### src/rtl/fp_pkg.sv
// Shared single-precision FP definitions for the butterfly multiplier and adder/subtractor.
package fp_pkg;
  localparam int FP_EXP_W = 8;
  localparam int FP_MAN_W = 23;
  localparam int FP_W     = 1 + FP_EXP_W + FP_MAN_W;
  localparam int EXP_BIAS = 127;
  localparam int EXP_MAX  = 255;

  localparam logic [FP_W-1:0] POS_INF = 32'h7F80_0000;
  localparam logic [FP_W-1:0] NEG_INF = 32'hFF80_0000;

  typedef enum logic [2:0] {
    S_IDLE, S_ALIGN, S_ADD, S_NORM, S_ROUND, S_DONE
  } fp_state_e;
endpackage

### src/rtl/fp_lzc.sv
// Combinational leading-zero counter; an all-zero input returns W.
module fp_lzc #(
  parameter int W  = 28,
  parameter int CW = 5
) (
  input  logic [W-1:0]  in_i,
  output logic [CW-1:0] cnt_o
);
  // Ascending scan: the last hit is the highest set bit.
  always_comb begin
    cnt_o = CW'(W);
    for (int i = 0; i < W; i++)
      if (in_i[i]) cnt_o = CW'(W - 1 - i);
  end
endmodule

### src/rtl/fp_add_sub.sv
// Multi-cycle IEEE-754 single-precision add/sub, one op in flight, str_sig/done_sig handshake.
module fp_add_sub
  import fp_pkg::*;
#(
  parameter int EXP_W = 8,
  parameter int MAN_W = 23
) (
  input  logic                     clk,
  input  logic                     rst_n,
  input  logic                     str_sig,
  input  logic                     op_sub,
  input  logic [EXP_W+MAN_W:0]     da_in1,
  input  logic [EXP_W+MAN_W:0]     da_in2,
  output logic [EXP_W+MAN_W:0]     da_out,
  output logic                     done_sig,
  output logic                     error
);
  localparam int W   = 1 + EXP_W + MAN_W;
  localparam int FW  = MAN_W + 4;   // {hidden, M, G, R, S}
  localparam int SW  = FW + 1;      // room for the carry out
  localparam int EW2 = EXP_W + 2;   // signed exponent headroom

  fp_state_e state_q, state_d;
  logic              str_q, op_q, start;
  logic [W-1:0]      a_q, b_q, pass_q, da_out_q;
  logic [FW-1:0]     mx_q, my_q, nm_q;
  logic [EXP_W-1:0]  ex_q;
  logic              sign_q, sub_q, inf_q, inf_neg_q, one_zero_q, zsum_q;
  logic [SW-1:0]     sum_q;
  logic signed [EW2-1:0] ne_q;
  logic              err_q, done_q;

  assign start = str_sig & ~str_q & (state_q == S_IDLE);

  always_comb begin
    state_d = state_q;
    case (state_q)
      S_IDLE:  if (start) state_d = S_ALIGN;
      S_ALIGN: state_d = S_ADD;
      S_ADD:   state_d = S_NORM;
      S_NORM:  state_d = S_ROUND;
      S_ROUND: state_d = S_DONE;
      S_DONE:  state_d = S_IDLE;
      default: state_d = S_IDLE;
    endcase
  end

  // ALIGN: exponent-zero operands are flushed to zero before the magnitude compare.
  logic [EXP_W-1:0] ea, eb, ex, ey, d;
  logic [MAN_W-1:0] ma, mb;
  logic             za, zb, sb_eff, swap;
  logic [FW-1:0]    mxn, myn, my_al;
  logic [2*FW-1:0]  wide;

  always_comb begin
    ea     = a_q[W-2:MAN_W];
    eb     = b_q[W-2:MAN_W];
    za     = (ea == '0);
    zb     = (eb == '0);
    ma     = za ? '0 : a_q[MAN_W-1:0];
    mb     = zb ? '0 : b_q[MAN_W-1:0];
    sb_eff = b_q[W-1] ^ op_q;
    swap   = {eb, mb} > {ea, ma};
    ex     = swap ? eb : ea;
    ey     = swap ? ea : eb;
    mxn    = swap ? {~zb, mb, 3'b000} : {~za, ma, 3'b000};
    myn    = swap ? {~za, ma, 3'b000} : {~zb, mb, 3'b000};
    d      = ex - ey;
    wide   = {myn, {FW{1'b0}}} >> d;
    if (d >= EXP_W'(FW)) my_al = {{(FW-1){1'b0}}, |myn};
    else                 my_al = wide[2*FW-1:FW] | {{(FW-1){1'b0}}, |wide[FW-1:0]};
  end

  // NORM: a carry out gives lz=0, i.e. the one-bit right shift with exp+1.
  logic [4:0]            lz;
  logic [SW-1:0]         norm;
  logic [FW-1:0]         nm_d;
  logic signed [EW2-1:0] ne_d;

  fp_lzc #(.W(SW), .CW(5)) u_lzc (.in_i(sum_q), .cnt_o(lz));

  always_comb begin
    norm = sum_q << lz;
    nm_d = {norm[SW-1:2], |norm[1:0]};
    ne_d = EW2'({2'b00, ex_q}) + EW2'(1) - EW2'(lz);
  end

  // ROUND: nearest-even on G/R/S, then result precedence.
  logic                  up, ovf, unf, err_d;
  logic [MAN_W+1:0]      rm;
  logic [MAN_W-1:0]      man_r;
  logic signed [EW2-1:0] re_d;
  logic [W-1:0]          res_d;

  always_comb begin
    up    = nm_q[2] & (nm_q[1] | nm_q[0] | nm_q[3]);
    rm    = {1'b0, nm_q[FW-1:3]} + {{(MAN_W+1){1'b0}}, up};
    re_d  = ne_q + EW2'(rm[MAN_W+1]);
    man_r = rm[MAN_W+1] ? rm[MAN_W:1] : rm[MAN_W-1:0];
    ovf   = (re_d >= $signed(EW2'(EXP_MAX)));
    unf   = re_d[EW2-1] | (re_d == '0);
    res_d = {sign_q, re_d[EXP_W-1:0], man_r};
    err_d = 1'b0;
    if (inf_q) begin
      res_d = inf_neg_q ? NEG_INF : POS_INF;
      err_d = 1'b1;
    end else if (zsum_q) begin
      res_d = '0;
    end else if (one_zero_q) begin
      res_d = pass_q;
    end else if (ovf) begin
      res_d = sign_q ? NEG_INF : POS_INF;
      err_d = 1'b1;
    end else if (unf) begin
      res_d = {sign_q, {(W-1){1'b0}}};
    end
  end

  always_ff @(posedge clk or negedge rst_n) begin
    if (!rst_n) begin
      state_q <= S_IDLE;   str_q <= 1'b0;   op_q <= 1'b0;
      a_q <= '0;  b_q <= '0;  pass_q <= '0;  da_out_q <= '0;
      mx_q <= '0; my_q <= '0; nm_q <= '0;  ex_q <= '0;  sum_q <= '0;  ne_q <= '0;
      sign_q <= 1'b0; sub_q <= 1'b0; inf_q <= 1'b0; inf_neg_q <= 1'b0;
      one_zero_q <= 1'b0; zsum_q <= 1'b0; err_q <= 1'b0; done_q <= 1'b0;
    end else begin
      state_q <= state_d;
      str_q   <= str_sig;
      done_q  <= (state_q == S_DONE);
      case (state_q)
        S_IDLE: if (start) begin
          a_q   <= da_in1;
          b_q   <= da_in2;
          op_q  <= op_sub;
          err_q <= 1'b0;
        end
        S_ALIGN: begin
          mx_q       <= mxn;
          my_q       <= my_al;
          ex_q       <= ex;
          sign_q     <= swap ? sb_eff : a_q[W-1];
          sub_q      <= a_q[W-1] ^ sb_eff;
          inf_q      <= (&ea) | (&eb);
          inf_neg_q  <= (&ea) ? a_q[W-1] : b_q[W-1];
          one_zero_q <= za ^ zb;
          pass_q     <= za ? {sb_eff, b_q[W-2:0]} : a_q;
        end
        S_ADD: sum_q <= sub_q ? ({1'b0, mx_q} - {1'b0, my_q})
                              : ({1'b0, mx_q} + {1'b0, my_q});
        S_NORM: begin
          nm_q   <= nm_d;
          ne_q   <= ne_d;
          zsum_q <= (sum_q == '0);
        end
        S_ROUND: begin
          da_out_q <= res_d;
          err_q    <= err_d;
        end
        default: ;
      endcase
    end
  end

  assign da_out   = da_out_q;
  assign done_sig = done_q;
  assign error    = err_q;
endmodule
### config.mk
export PLATFORM = sky130hd
export DESIGN_NAME = fp_add_sub
export DESIGN_NICKNAME = d
export VERILOG_FILES = /design/src/rtl/fp_pkg.sv /design/src/rtl/fp_lzc.sv /design/src/rtl/fp_add_sub.sv
export SDC_FILE = /design/constraint.sdc
export NUM_CORES = 1
export LEC_CHECK = 0
export ABC_AREA = 0
export CORE_MARGIN = 4
export CORE_UTILIZATION = 49
export CTS_BUF_LIST = sky130_fd_sc_hd__clkbuf_4
export DETAILED_ROUTE_END_ITERATION = 12
export PLACE_DENSITY_LB_ADDON = 0.05
export SYNTH_ARGS = -nofsm -noshare
export SYNTH_HDL_FRONTEND = slang
export SYNTH_SLANG_ARGS = --single-unit
export TNS_END_PERCENT = 20
### constraint.sdc
create_clock -name clk -period 8.1 [get_ports clk]
set_input_delay 1.215 -clock clk [delete_from_list [all_inputs] [get_ports clk]]
set_output_delay 1.215 -clock clk [all_outputs]
set_load 0.005 [all_outputs]
[After elaboration in Yosys (flattened, before gate mapping)]
Index checks and enable logic that the tools add are counted.
Cells by class
  bitwise operators: 14
  eq/ne operators: 6
  multiplexer cells: 55
  shift-type cells: 2
  $lt $le $gt $ge: 3
  reductions and logical operators: 13
  add/subtract/negate cells: 7
Operator list (count)
  $mux 32: 7
  $mux 27: 3
  $mux 5: 16
  $mux 23: 3
  $reduce_or 27->1: 2
  $shr 54x8->54: 1
  $mux 4: 8
  $gt 31x31->1: 1
  $mux 31: 1
  $add 27x27->28: 1
  $logic_not 28->1: 1
  $mux 28: 1
  $shl 28x5->28: 1
  $sub 27x27->28: 1
  $or 27x1->27: 1
  $add 24x1->25: 1
  $logic_not 8->1: 2
  $mux 8: 2
  $reduce_and 8->1: 2
  $mux 3: 5
  $pmux 3 s5: 1
  $add 10x1->10: 1
  $ge 10x9->1 const B: 1
  $logic_not 10->1: 1
  other kinds (18): 36
Word-level totals
  word-level logic and storage cells: 121
  output and inout port bits: 34
  flip-flop bits (word level): 268
  bits of input ports: 68

[Logic depth before layout (Yosys ltp)]
Gate-level depths: netlist (run 1).
  depth after elaboration: 30
  mapped depth: 33
  depth with buffers taken out: 23

[Hierarchy]
A second synthesis (run 1) with hierarchy kept.
Second synthesis, totals
  cell total of the unflattened synthesis: 2099
  area, all modules: 18335.1 µm²
Modules (own cells, without submodules)
  fp_add_sub: area an instance 17998.5 µm², cells an instance 2039, times used 1, sequential area each 6631.4 µm²
  fp_lzc: area an instance 336.6 µm², cells an instance 60, times used 1, sequential area each 0.0 µm²

[Least setup slack after synthesis (run 1)]
Ideal clock, no wire load.
  path type: register to register
  from: register b_q[25]
  to: register my_q[0]
  cell stages (with the launch flop): 33
  data arrival time: 6.273 ns
  setup time: 0.135 ns
  path buffers: 10
  data required time: 7.965 ns
  setup slack: 1.692 ns
  period minus slack after synthesis: 6.408 ns
  cell sequence: dfrtp_1 clkbuf_1 nor4_1 nand2_1 clkbuf_1 clkbuf_1 nand2_1 inv_1 ha_1 a211oi_1 nor2_1 o31ai_1 nand4_1 buf_2 nand2_4 buf_6 buf_4 clkbuf_1 nor2_1 a22oi_1 ha_1 clkbuf_1 clkinv_1 buf_1 clkbuf_1 nor2_1 a221oi_1 mux2_2 o21ai_0 o41ai_1 a41oi_1 a211oi_1 o31ai_1
Between the ends
  longest elaborated chain between the ends: 9
  elaborated cells between the ends (all ways): 14
  classes of those cells: 1 x add/sub; 2 x order compare; 1 x shift; 5 x mux; 2 x bitwise; 3 x reduce/logical
RTL lines
  start, declared: line fp_add_sub.sv:25  | logic [W-1:0] a_q, b_q, pass_q, da_out_q;
  start signal, assigned: line fp_add_sub.sv:133  | b_q <= da_in2;
  $logic_not 8->1: line fp_add_sub.sv:59  | zb = (eb == '0);
  $mux 23: line fp_add_sub.sv:61  | mb = zb ? '0 : b_q[MAN_W-1:0];
  $gt 31x31->1: line fp_add_sub.sv:63  | swap = {eb, mb} > {ea, ma};
  $mux 8 (on tied branches): line fp_add_sub.sv:64, fp_add_sub.sv:65
  $sub 8x8->8: line fp_add_sub.sv:68  | d = ex - ey;
  $shr 54x8->54: line fp_add_sub.sv:69  | wide = {myn, {FW{1'b0}}} >> d;
  $reduce_or 27->1: line fp_add_sub.sv:71  | else my_al = wide[2*FW-1:FW] | {{(FW-1){1'b0}}, |wide[FW-1:0]};
  $or 27x1->27: line fp_add_sub.sv:71
  $mux 27 (*): line fp_add_sub.sv:70  | if (d >= EXP_W'(FW)) my_al = {{(FW-1){1'b0}}, |myn};
  end signal, assigned: line fp_add_sub.sv:139  | my_q <= my_al;
  end, declared: line fp_add_sub.sv:26  | logic [FW-1:0] mx_q, my_q, nm_q;
Mark *: on every way between the ends. The rest lies on a longest branch, timed or not.
A chain may end at the register's enable or synchronous reset.

[Worst setup path in the final report (run 1)]
  from: register a_q[23]
  to: register my_q[0]
Between the ends
  longest elaborated chain between the ends: 9
  elaborated cells between the ends (all ways): 14
  classes of those cells: 1 x add/sub; 2 x order compare; 1 x shift; 5 x mux; 2 x bitwise; 3 x reduce/logical
RTL lines
  start, declared: line fp_add_sub.sv:25
  start signal, assigned: line fp_add_sub.sv:132  | a_q <= da_in1;
  $logic_not 8->1: line fp_add_sub.sv:58  | za = (ea == '0);
  $mux 23: line fp_add_sub.sv:60  | ma = za ? '0 : a_q[MAN_W-1:0];
  $gt 31x31->1: line fp_add_sub.sv:63
  $mux 8 (on tied branches): line fp_add_sub.sv:64, fp_add_sub.sv:65
  $sub 8x8->8: line fp_add_sub.sv:68
  $shr 54x8->54: line fp_add_sub.sv:69
  $reduce_or 27->1: line fp_add_sub.sv:71
  $or 27x1->27: line fp_add_sub.sv:71
  $mux 27 (*): line fp_add_sub.sv:70
Marked as above.

==> summary.txt, run 1 <==
Route
  • Via density: 6.00
  • Vias: 15,900
  • DRT Pass-1 Iters: 6
  • Post-Route WL: 57.8 mm
  • DR iter-0 viols: 1,446
  • Number of remaining DRC errors: 0
  • Post-route ant nets: 0
  • Wirelength per Cell: 21.8 um

Yosys
  • Synth Area in XOR/XNOR: 0.0438
  • Simple-gate portion of the synthesized area: 0.175
  • Number of synthesized flops with an enable pin: 0
  • Complex-gate fraction of the synthesized area: 0.181
  • Synth Area in Adders: 0.0520
  • Yosys reg bits: 265
  • Main combinational cell family by area after synthesis: compound AO/OA/AOI/OAI gates
  • Post-synthesis sequential area ratio: 0.369
  • Synth Net Count: 2,190
  • Synth async-reset ratio: 1.00
  • Post-synthesis mux area share: 0.131
  • Yosys warns: 0
  • Ys flop type: dfrtp_1
  • Post-synthesis area per instance: 8.76 sq um
  • Post-synthesis cell type count: 87
  • Cells after Synth: 2,048
  • Post-Synthesis Cell Area: 17,900 sq um

Layout
  • Area Growth Syn to Fin: 12.9%
  • Most frequent cells in the layout: nand2_1, dfrtp_1, nor2_1
  • Fraction of layout instances using a drive strength above 1: 0.128
  • Nets: 2,280
  • Commonest non-fill, non-tap cell in the layout: nand2_1
  • Fillers: 3,315

Flow run
  • Max Cap Viol: 0

Clock tree
  • Post-cts gate resize count: 0
  • Clk slew on worst S/H paths: 0.07 ns
  • CTS sink count: 265
  • CTS Root Cell: clkbuf_4
  • H-Tree Depth: 3
  • Worst skew pair latency: 0.78 ns
  • CTS Hold Bufs: 0
  • Max Buffers Root-to-Sink: 3
  • TritonCTS buffer count: 78
  • TritonCTS clock tree: built
  • Post-CTS Setup Inserts: 0

Timing
  • Final WS setup: 0.694 ns
  • Slew @ Worst Pin: 1.01 ns
  • Setup TNS: 0 ns
  • Final clock skew: 0.0740 ns
  • Max Clk Rate: 135 MHz
  • Final Max Tran Viols: 0
  • Max-Slew Margin vs Limit: 0.328
  • RSZ-0062 raised after global routing: false
  • Final Cycle Share: 0.914
  • Final min period: 7.41 ns
  • Final setup viols: 0
  • Final hold violations: 0

Run status
  • Status: complete, no violations

Placement
  • Port Buffer Count: 101
  • DP HPWL: 43.9 mm
  • RePlAce Congestion: 0.955
  • Setup slack at placement: 0.885 ns

Global routing
  • Antenna violations before repair: 3
  • Vias in the first global route: 15,200
  • First-pass GRT wire length: 89.5 mm
  • Total track usage: 0.292
  • Largest net degree at the start of global routing: 84
  • Grt ovf: 0

Critical path
  • Req. time, crit path: 8.71 ns
  • Critical Path AT: 8.02 ns
  • CP Max Fanout: 35
  • WS Path Type: flip-flop to flip-flop
  • CP Capture Type: flip-flop
  • Crit start category: flip-flop

Min path
  • Worst hold path class: input pin to asynchronous set/reset pin

Floorplanning
  • Core ar.: 35,800 sq um
  • Die X: 199 um
  • # IOs: 102
  • Initial Util: 0.501
  • Standard-cell row count: 69
  • Die area: 39,800 sq um
  • Die Ht: 199 um
-- cells in the mapped netlist (all sizes together) (30+ instances only) --
library cell,instances,area (sq um)
inv,92,345
nor3,42,220
mux4,30,676
buf,34,171
dfrtp,265,6630
a31oi,37,231
a21oi,144,724
clkbuf,84,315
xnor2,57,514
o21ai,160,801
nand2,297,1120
nand3,50,250
mux2,79,890
ha,73,913
nor2,188,706
mux2i,79,791
xor2,31,272
-- kinds of logic (layout without fill, tap and decap cells) --
group	Yosys count	in the layout
flip-flops	265	265
multiplexers	188	188
adder cells (fa/ha/maj)	74	74
AND/OR/NAND/NOR	703	703
XOR/XNOR	88	88
buffers and inverters	211	351
AO/OA/AOI/OAI	519	519
other	0	4
-- worst paths after layout --
check,start,to,slack [ns],cells after the start
max reg2reg,a_q[23]$_DFFE_PN0P_,my_q[0]$_DFFE_PN0P_,0.69,24
max in group asynchronous,rst_n,b_q[8]$_DFFE_PN0P_,6.34,2
min in group clk,da_out[20]$_DFFE_PN0P_,da_out[20]$_DFFE_PN0P_,0.48,2
min reg2reg,da_out[20]$_DFFE_PN0P_,da_out[20]$_DFFE_PN0P_,0.48,2
min,rst_n,da_out[25]$_DFFE_PN0P_,0.38,1
max,a_q[23]$_DFFE_PN0P_,my_q[0]$_DFFE_PN0P_,0.69,24
-- through the flow --
| stage | cells | instance area [sq um] | utilization | hold slack (ns) |
|---|---|---|---|---|
| global placement | 2519 | 19300 | 0.538 | 0.462 |
| finish | 2653 | 20300 | 0.566 | 0.381 |
| detailed placement | 2519 | 19300 | 0.538 | 0.470 |
| global route | 2652 | 20300 | 0.566 | 0.347 |
| floorplan | 2048 | 17900 | - | 0.449 |
| CTS | 2649 | 20300 | 0.565 | 0.365 |
-- flip-flops by register name, indices dropped and copies added (netlist names), 3 cells and up --
name / cells
ex_q: 8
ne_q: 10
a_q: 32
pass_q: 32
b_q: 32
da_out: 32
nm_q: 27
sum_q: 28
mx_q: 24
state_q: 3
my_q: 27
-- cell type report --
cell class | instances | area (sq um) | share of cell area
multi-input combinational | 1572 | 10500 | 0.518
sequential | 265 | 6630 | 0.327
timing repair buffer | 128 | 1220 | 0.0601
clock buffer | 111 | 833 | 0.0411
tap | 461 | 577 | 0.0285
inverter | 93 | 349 | 0.0172
clock inverter | 19 | 141 | 0.00698
antenna | 4 | 10.0 | 0.000494
-- metal layers --
layer	part of all wire	up-vias	track usage
li1	-	7579	-
met1	0.46	7675	0.428
met2	0.43	575	0.430
met3	0.076	97	0.0673
met4	0.033	0	0.0974
met5	0	-	0
-- critical path: stages, from the launching register on --
cell	delay (ns)
dfrtp_1	0.46
nor4_1	0.40
nand2_1	0.67
and2_1	0.46
inv_1	0.12
ha_1	0.25
a21oi_1	0.15
o21ai_1	0.10
a2111oi_2	0.50
a221oi_2	0.10
buf_4	0.23
nand2_4	0.39
nor2_1	0.08
a22oi_1	0.23
ha_1	0.17
buf_4	0.20
clkinv_1	0.57
buf_4	0.40
mux4_2	0.46
or3_1	0.37
o31a_1	0.11
o41ai_1	0.34
a41oi_1	0.19
a211oi_1	0.22
o31ai_1	0.09
Power of run 1 is not shown: default switching activity piles up to over one toggle a cycle in this logic, so the estimate is an artifact.
==> inputs of run 2 (changes only) <==
CTS_CLUSTER_SIZE = 40   (was unset)
GPL_TIMING_DRIVEN = 0   (was unset)
==> summary.txt, run 2 (synthesis results as in run 1) <==
Layout
  • Sequential cell area: 6630 sq um (unchanged)
  • Nets: 2,369 (+3.9%)
  • Multi-input combinational cell area: 10,500 sq um (about the same)
  • Fraction of layout instances using a drive strength above 1: 0.124 (-0.00458)
  • Area Growth Syn to Fin: 14.6%
  • Most frequent cells in the layout: nand2_1, dfrtp_1, nor2_1
  • Final core utilization: 0.574 (+0.00842)
  • Design Area, Final: 20,600 sq um (+1.5%)
  • Fillers: 3,337 (+0.66%)
  • Commonest non-fill, non-tap cell in the layout: nand2_1

Timing
  • Final clock skew: 0.0565 ns (-0.0175 ns)
  • Final min period: 7.71 ns (+0.302 ns)
  • Final Max Tran Viols: 0 (unchanged)
  • Max Clk Rate: 130 MHz (-3.9%)
  • Max-Slew Margin vs Limit: 0.298 (-0.0296)
  • Final Cycle Share: 0.952 (+0.0373)
  • Slew @ Worst Pin: 1.05 ns (+0.0433 ns)
  • Final hold violations: 0 (unchanged)
  • Hold Slack: 0.411 ns (+0.0295 ns)
  • Final setup viols: 0 (unchanged)
  • RSZ-0062 raised after global routing: false

Global routing
  • Antenna violations before repair: 3 (unchanged)
  • First-pass GRT wire length: 93.2 mm (+4.1%)
  • Total track usage: 0.308 (+0.0154)
  • Vias in the first global route: 15,700 (+3.3%)
  • Grt ovf: 0 (unchanged)
  • Largest net degree at the start of global routing: 117 (+39%)

Critical path
  • CP Max Fanout: 10 (-71%)
  • Req. time, crit path: 8.73 ns (+0.02 ns)
  • FF-to-FF End: my_q[0]$_DFFE_PN0P_
  • Reg2reg path depth: 27 (+13%)
  • WS Path Type: flip-flop to flip-flop
  • Critical path origin: b_q[27]$_DFFE_PN0P_
  • Worst r2r src: b_q[27]$_DFFE_PN0P_
  • Worst reg-to-reg setup slack: 0.39 ns (-0.30 ns)
  • Critical Path AT: 8.34 ns (+0.32 ns)
  • Crit start category: flip-flop
  • CP Capture Type: flip-flop
  • Critical Path Sink: my_q[0]$_DFFE_PN0P_

Placement
  • Post-DP Area: 19,600 sq um (+1.7%)
  • DP HPWL: 48.7 mm (+11%)
  • Port Buffer Count: 101 (unchanged)
  • RePlAce Congestion: 0.986 (+3.3%)

Route
  • Wirelength per Cell: 22.5 um (+3.2%)
  • Via density: 6.03 (+0.46%)
  • Post-Route WL: 61.7 mm (+6.7%)
  • Post-route ant nets: 0 (unchanged)
  • DRT Pass-1 Iters: 7 (+1)
  • DR iter-0 viols: 1,402 (-3.0%)
  • Vias: 16,500 (+3.9%)
  • Number of remaining DRC errors: 0 (unchanged)

Clock tree
  • H-Tree Depth: 3 (unchanged)
  • Clk slew on worst S/H paths: 0.06 ns (about the same)
  • CTS Root Cell: clkbuf_4
  • CTS sink count: 265 (unchanged)
  • Worst skew pair latency: 0.79 ns (about the same)
  • Max Buffers Root-to-Sink: 3 (unchanged)
  • CTS Hold Bufs: 0 (unchanged)
  • TritonCTS clock tree: built
  • TritonCTS buffer count: 74 (-5.1%)

Floorplanning
  • Initial Util: 0.501 (unchanged)
  • Die X: 199 um (unchanged)
  • # IOs: 102 (unchanged)
  • Die area: 39,800 sq um (unchanged)
  • Die Ht: 199 um (unchanged)
  • Standard-cell row count: 69 (unchanged)
  • Core ar.: 35,800 sq um (unchanged)

Flow run
  • Max Cap Viol: 0 (unchanged)

Run status
  • Status: complete, no violations

Min path
  • Worst hold path class: input pin to asynchronous set/reset pin
-- run 2: final cells by class --
class	instances	area share
multi-input cells	1572	0.510
inverters	93	0.0172
well taps	461	0.0280
clock inverters	18	0.00541
clock buffers	108	0.0394
plain buffers	117	0.0240
repair buffers	104	0.0526
flip-flops and latches	265	0.322
diodes	5	0.000608
-- run 2: worst max-delay path, stage by stage (launching register included) --
cell and delay, ns:
dfrtp_1 0.47, nor4_1 0.34, nand2_1 0.28, clkbuf_2 0.29, clkbuf_2 0.27, nand2_1 0.18
inv_1 0.08, ha_1 0.31, a211oi_1 0.21, nor2_1 0.09, o31ai_1 0.37, nand4_1 0.17
buf_2 0.24, nand2_4 0.15, buf_6 0.19, buf_4 0.22, clkbuf_2 0.26, a22oi_1 0.11
ha_1 0.28, nor4_1 0.89, nor2_1 0.37, a311o_1 0.52, a21oi_1 0.28, a31oi_1 0.18
nor3_1 0.23, a41oi_1 0.16, a211oi_1 0.31, o31ai_1 0.10
-- run 2: per-layer routing --
metal | routed length (um) | GRT usage | vias up
li1 | - | - | 7755
met4 | 2860 | 0.130 | 2
met2 | 26900 | 0.465 | 722
met3 | 5150 | 0.0705 | 142
met5 | 16 | 0 | -
met1 | 26800 | 0.428 | 7921
-- run 2: timing repair --
| action | in CTS | in global routing |
|---|---|---|
| gates resized for setup | 4 | 9 |
| setup endpoints to repair | 5 | 25 |
| setup buffers | 0 | 0 |
-- run 2: how the worst min path moves through the flow --
| stage | slack [ns] | to | depth (start not counted) | from |
|---|---|---|---|---|
| finish | 0.41 | da_out[27]$_DFFE_PN0P_ | 1 | rst_n |
| global route | 0.39 | da_out[29]$_DFFE_PN0P_ | 1 | rst_n |
| CTS | 0.41 | da_out[27]$_DFFE_PN0P_ | 1 | rst_n |
| detailed placement | 0.47 | nm_q[0]$_DFFE_PN0N_ | 1 | nm_q[0]$_DFFE_PN0N_ |
| global placement | 0.46 | da_out[6]$_DFFE_PN0P_ | 2 | da_out[6]$_DFFE_PN0P_ |
| floorplan | 0.45 | sign_q$_DFFE_PN0P_ | 2 | sign_q$_DFFE_PN0P_ |
-- run 2: stage by stage --
step                worst slack [ns]  std cells  TNS (ns)
floorplan                       1.69       2048         0
global placement               -5.39       2610  -1421.24
detailed placement            -0.510       2613    -0.559
CTS                            0.109       2739         0
global route                  0.0722       2743         0
finish                         0.392       2743         0
Power of run 2 is left out for the same reason.
==> inputs of run 3 (changes only) <==
CORE_UTILIZATION = 50   (was 49)
==> summary.txt, run 3 (synthesis results as in run 1) <==
Run status
  • Status: complete, no violations

Layout
  • Nets: 2,370 (+0.042%)
  • Fraction of layout instances using a drive strength above 1: 0.124 (+0.000494)
  • Area Growth Syn to Fin: 14.6% (about the same)
  • Commonest non-fill, non-tap cell in the layout: nand2_1
  • Most frequent cells in the layout: nand2_1, dfrtp_1, nor2_1

Floorplanning
  • Core ar.: 35,500 sq um (-0.96%)
  • Die X: 197 um (-0.96%)
  • Die Ht: 197 um (-0.96%)
  • Initial Util: 0.506 (+0.00488)
  • Die area: 39,000 sq um (-1.9%)
  • Standard-cell row count: 69 (unchanged)
  • # IOs: 102 (unchanged)

Clock tree
  • Post-CTS Setup Inserts: 0 (unchanged)
  • Worst skew pair latency: 0.76 ns (-0.03 ns)
  • TritonCTS clock tree: built
  • TritonCTS buffer count: 74 (unchanged)
  • Clk slew on worst S/H paths: 0.07 ns (about the same)
  • CTS sink count: 265 (unchanged)
  • H-Tree Depth: 3 (unchanged)
  • CTS Root Cell: clkbuf_4
  • Max Buffers Root-to-Sink: 3 (unchanged)

Critical path
  • Req. time, crit path: 8.70 ns (-0.03 ns)
  • Most used cell, CP: clkbuf_2
  • CP Capture Type: flip-flop
  • CP delay by family, top: buffers and inverters
  • Crit start category: flip-flop
  • Critical Path AT: 8.28 ns (-0.06 ns)
  • WS Path Type: flip-flop to flip-flop
  • CP Max Fanout: 10 (unchanged)
  • Delay of the slowest critical-path stage: 0.48 ns (-0.41 ns)
  • Worst path bufs/invs: 11 (+4)
  • Slowest-stage cell, CP: o41ai_1

Timing
  • Final setup viols: 0 (unchanged)
  • Final hold violations: 0 (unchanged)
  • Final min period: 7.68 ns (-0.0326 ns)
  • Final Max Tran Viols: 0 (unchanged)
  • Final Cycle Share: 0.948 (-0.00403)
  • Slew @ Worst Pin: 1.06 ns (+0.0109 ns)
  • Final WS setup: 0.424 ns (+0.0326 ns)
  • Final clock skew: 0.0477 ns (-0.00875 ns)
  • Max Clk Rate: 130 MHz (+0.42%)
  • Max-Slew Margin vs Limit: 0.291 (-0.00732)

Global routing
  • First-pass GRT wire length: 94.3 mm (+1.2%)
  • Antenna violations before repair: 2 (-1)
  • Vias in the first global route: 16,000 (+2.0%)
  • Grt ovf: 0 (unchanged)
  • Total track usage: 0.313 (+0.00512)
  • Largest net degree at the start of global routing: 105 (-10%)

Route
  • DR iter-0 viols: 1,484 (+5.8%)
  • DRT Pass-1 Iters: 5 (-2)
  • Post-route ant nets: 0 (unchanged)
  • Wirelength per Cell: 22.4 um (-0.48%)
  • Post-Route WL: 61.3 mm (-0.59%)
  • Via density: 6.08 (+0.90%)
  • Vias: 16,700 (+0.79%)
  • Number of remaining DRC errors: 0 (unchanged)

Placement
  • DP HPWL: 48.4 mm (-0.59%)
  • RePlAce Congestion: 0.978 (-0.87%)
  • Port Buffer Count: 101 (unchanged)
  • Setup slack at placement: -0.494 ns (+0.0157 ns)

Min path
  • Worst hold path class: input pin to asynchronous set/reset pin

Flow run
  • Max Cap Viol: 0 (unchanged)
[run 3: changes by cell type in the layout (fill, tap and decap cells not counted), sizes merged]
| cell | previous run | this run |
|---|---|---|
| clkbuf | 192 | 188 |
| clkinv | 13 | 18 |
| clkinvlp | 2 | 1 |
| diode | 5 | 3 |
| inv | 95 | 94 |
[run 3: cell type report]
class	instances	area (sq um)
clock buffer	103	773
sequential	265	6630
buffer	118	498
clock inverter	21	136
tap	461	577
multi-input combinational	1572	10500
inverter	93	349
fill	3336	14900
timing repair buffer	104	1080
antenna	3	7.51
[run 3: layer usage]
metal	track usage	vias up	share of wire	wire length, um
li1	-	7763	-	-
met1	0.433	8029	0.44	26900
met2	0.481	734	0.44	27000
met3	0.0599	146	0.074	4540
met4	0.135	0	0.046	2840
met5	0	-	0	0
[run 3: final timing paths]
path                                       start  cells past startpoint                     end  slack (ns)
hold / removal                             rst_n                      1  da_out[25]$_DFFE_PN0P_        0.40
max in group asynchronous                  rst_n                      3     my_q[8]$_DFFE_PN0P_        6.31
setup reg to reg             b_q[27]$_DFFE_PN0P_                     31     my_q[0]$_DFFE_PN0P_        0.42
hold reg to reg            pass_q[2]$_DFFE_PN0P_                      2   pass_q[2]$_DFFE_PN0P_        0.48
setup / recovery             b_q[27]$_DFFE_PN0P_                     31     my_q[0]$_DFFE_PN0P_        0.42
min in group clk           pass_q[2]$_DFFE_PN0P_                      2   pass_q[2]$_DFFE_PN0P_        0.48
[run 3: metrics by stage]
stage	TNS (ns)	utilization	std cells	hold WS, ns	area, sq um
floorplan	0	-	2048	0.449	17900
global placement	-1464.53	0.551	2610	0.463	19500
detailed placement	-0.494	0.553	2613	0.469	19600
CTS	0	0.578	2737	0.381	20500
global route	-0.0209	0.580	2740	0.406	20600
finish	0	0.580	2740	0.398	20600
[run 3: repair_timing]
action                     4_1_cts  5_1_grt
resized for setup                3       14
hold endpoints to repair         0        0
setup endpoints to repair        1       11
hold buffers                     0        0
Power of run 3 is left out for the same reason.
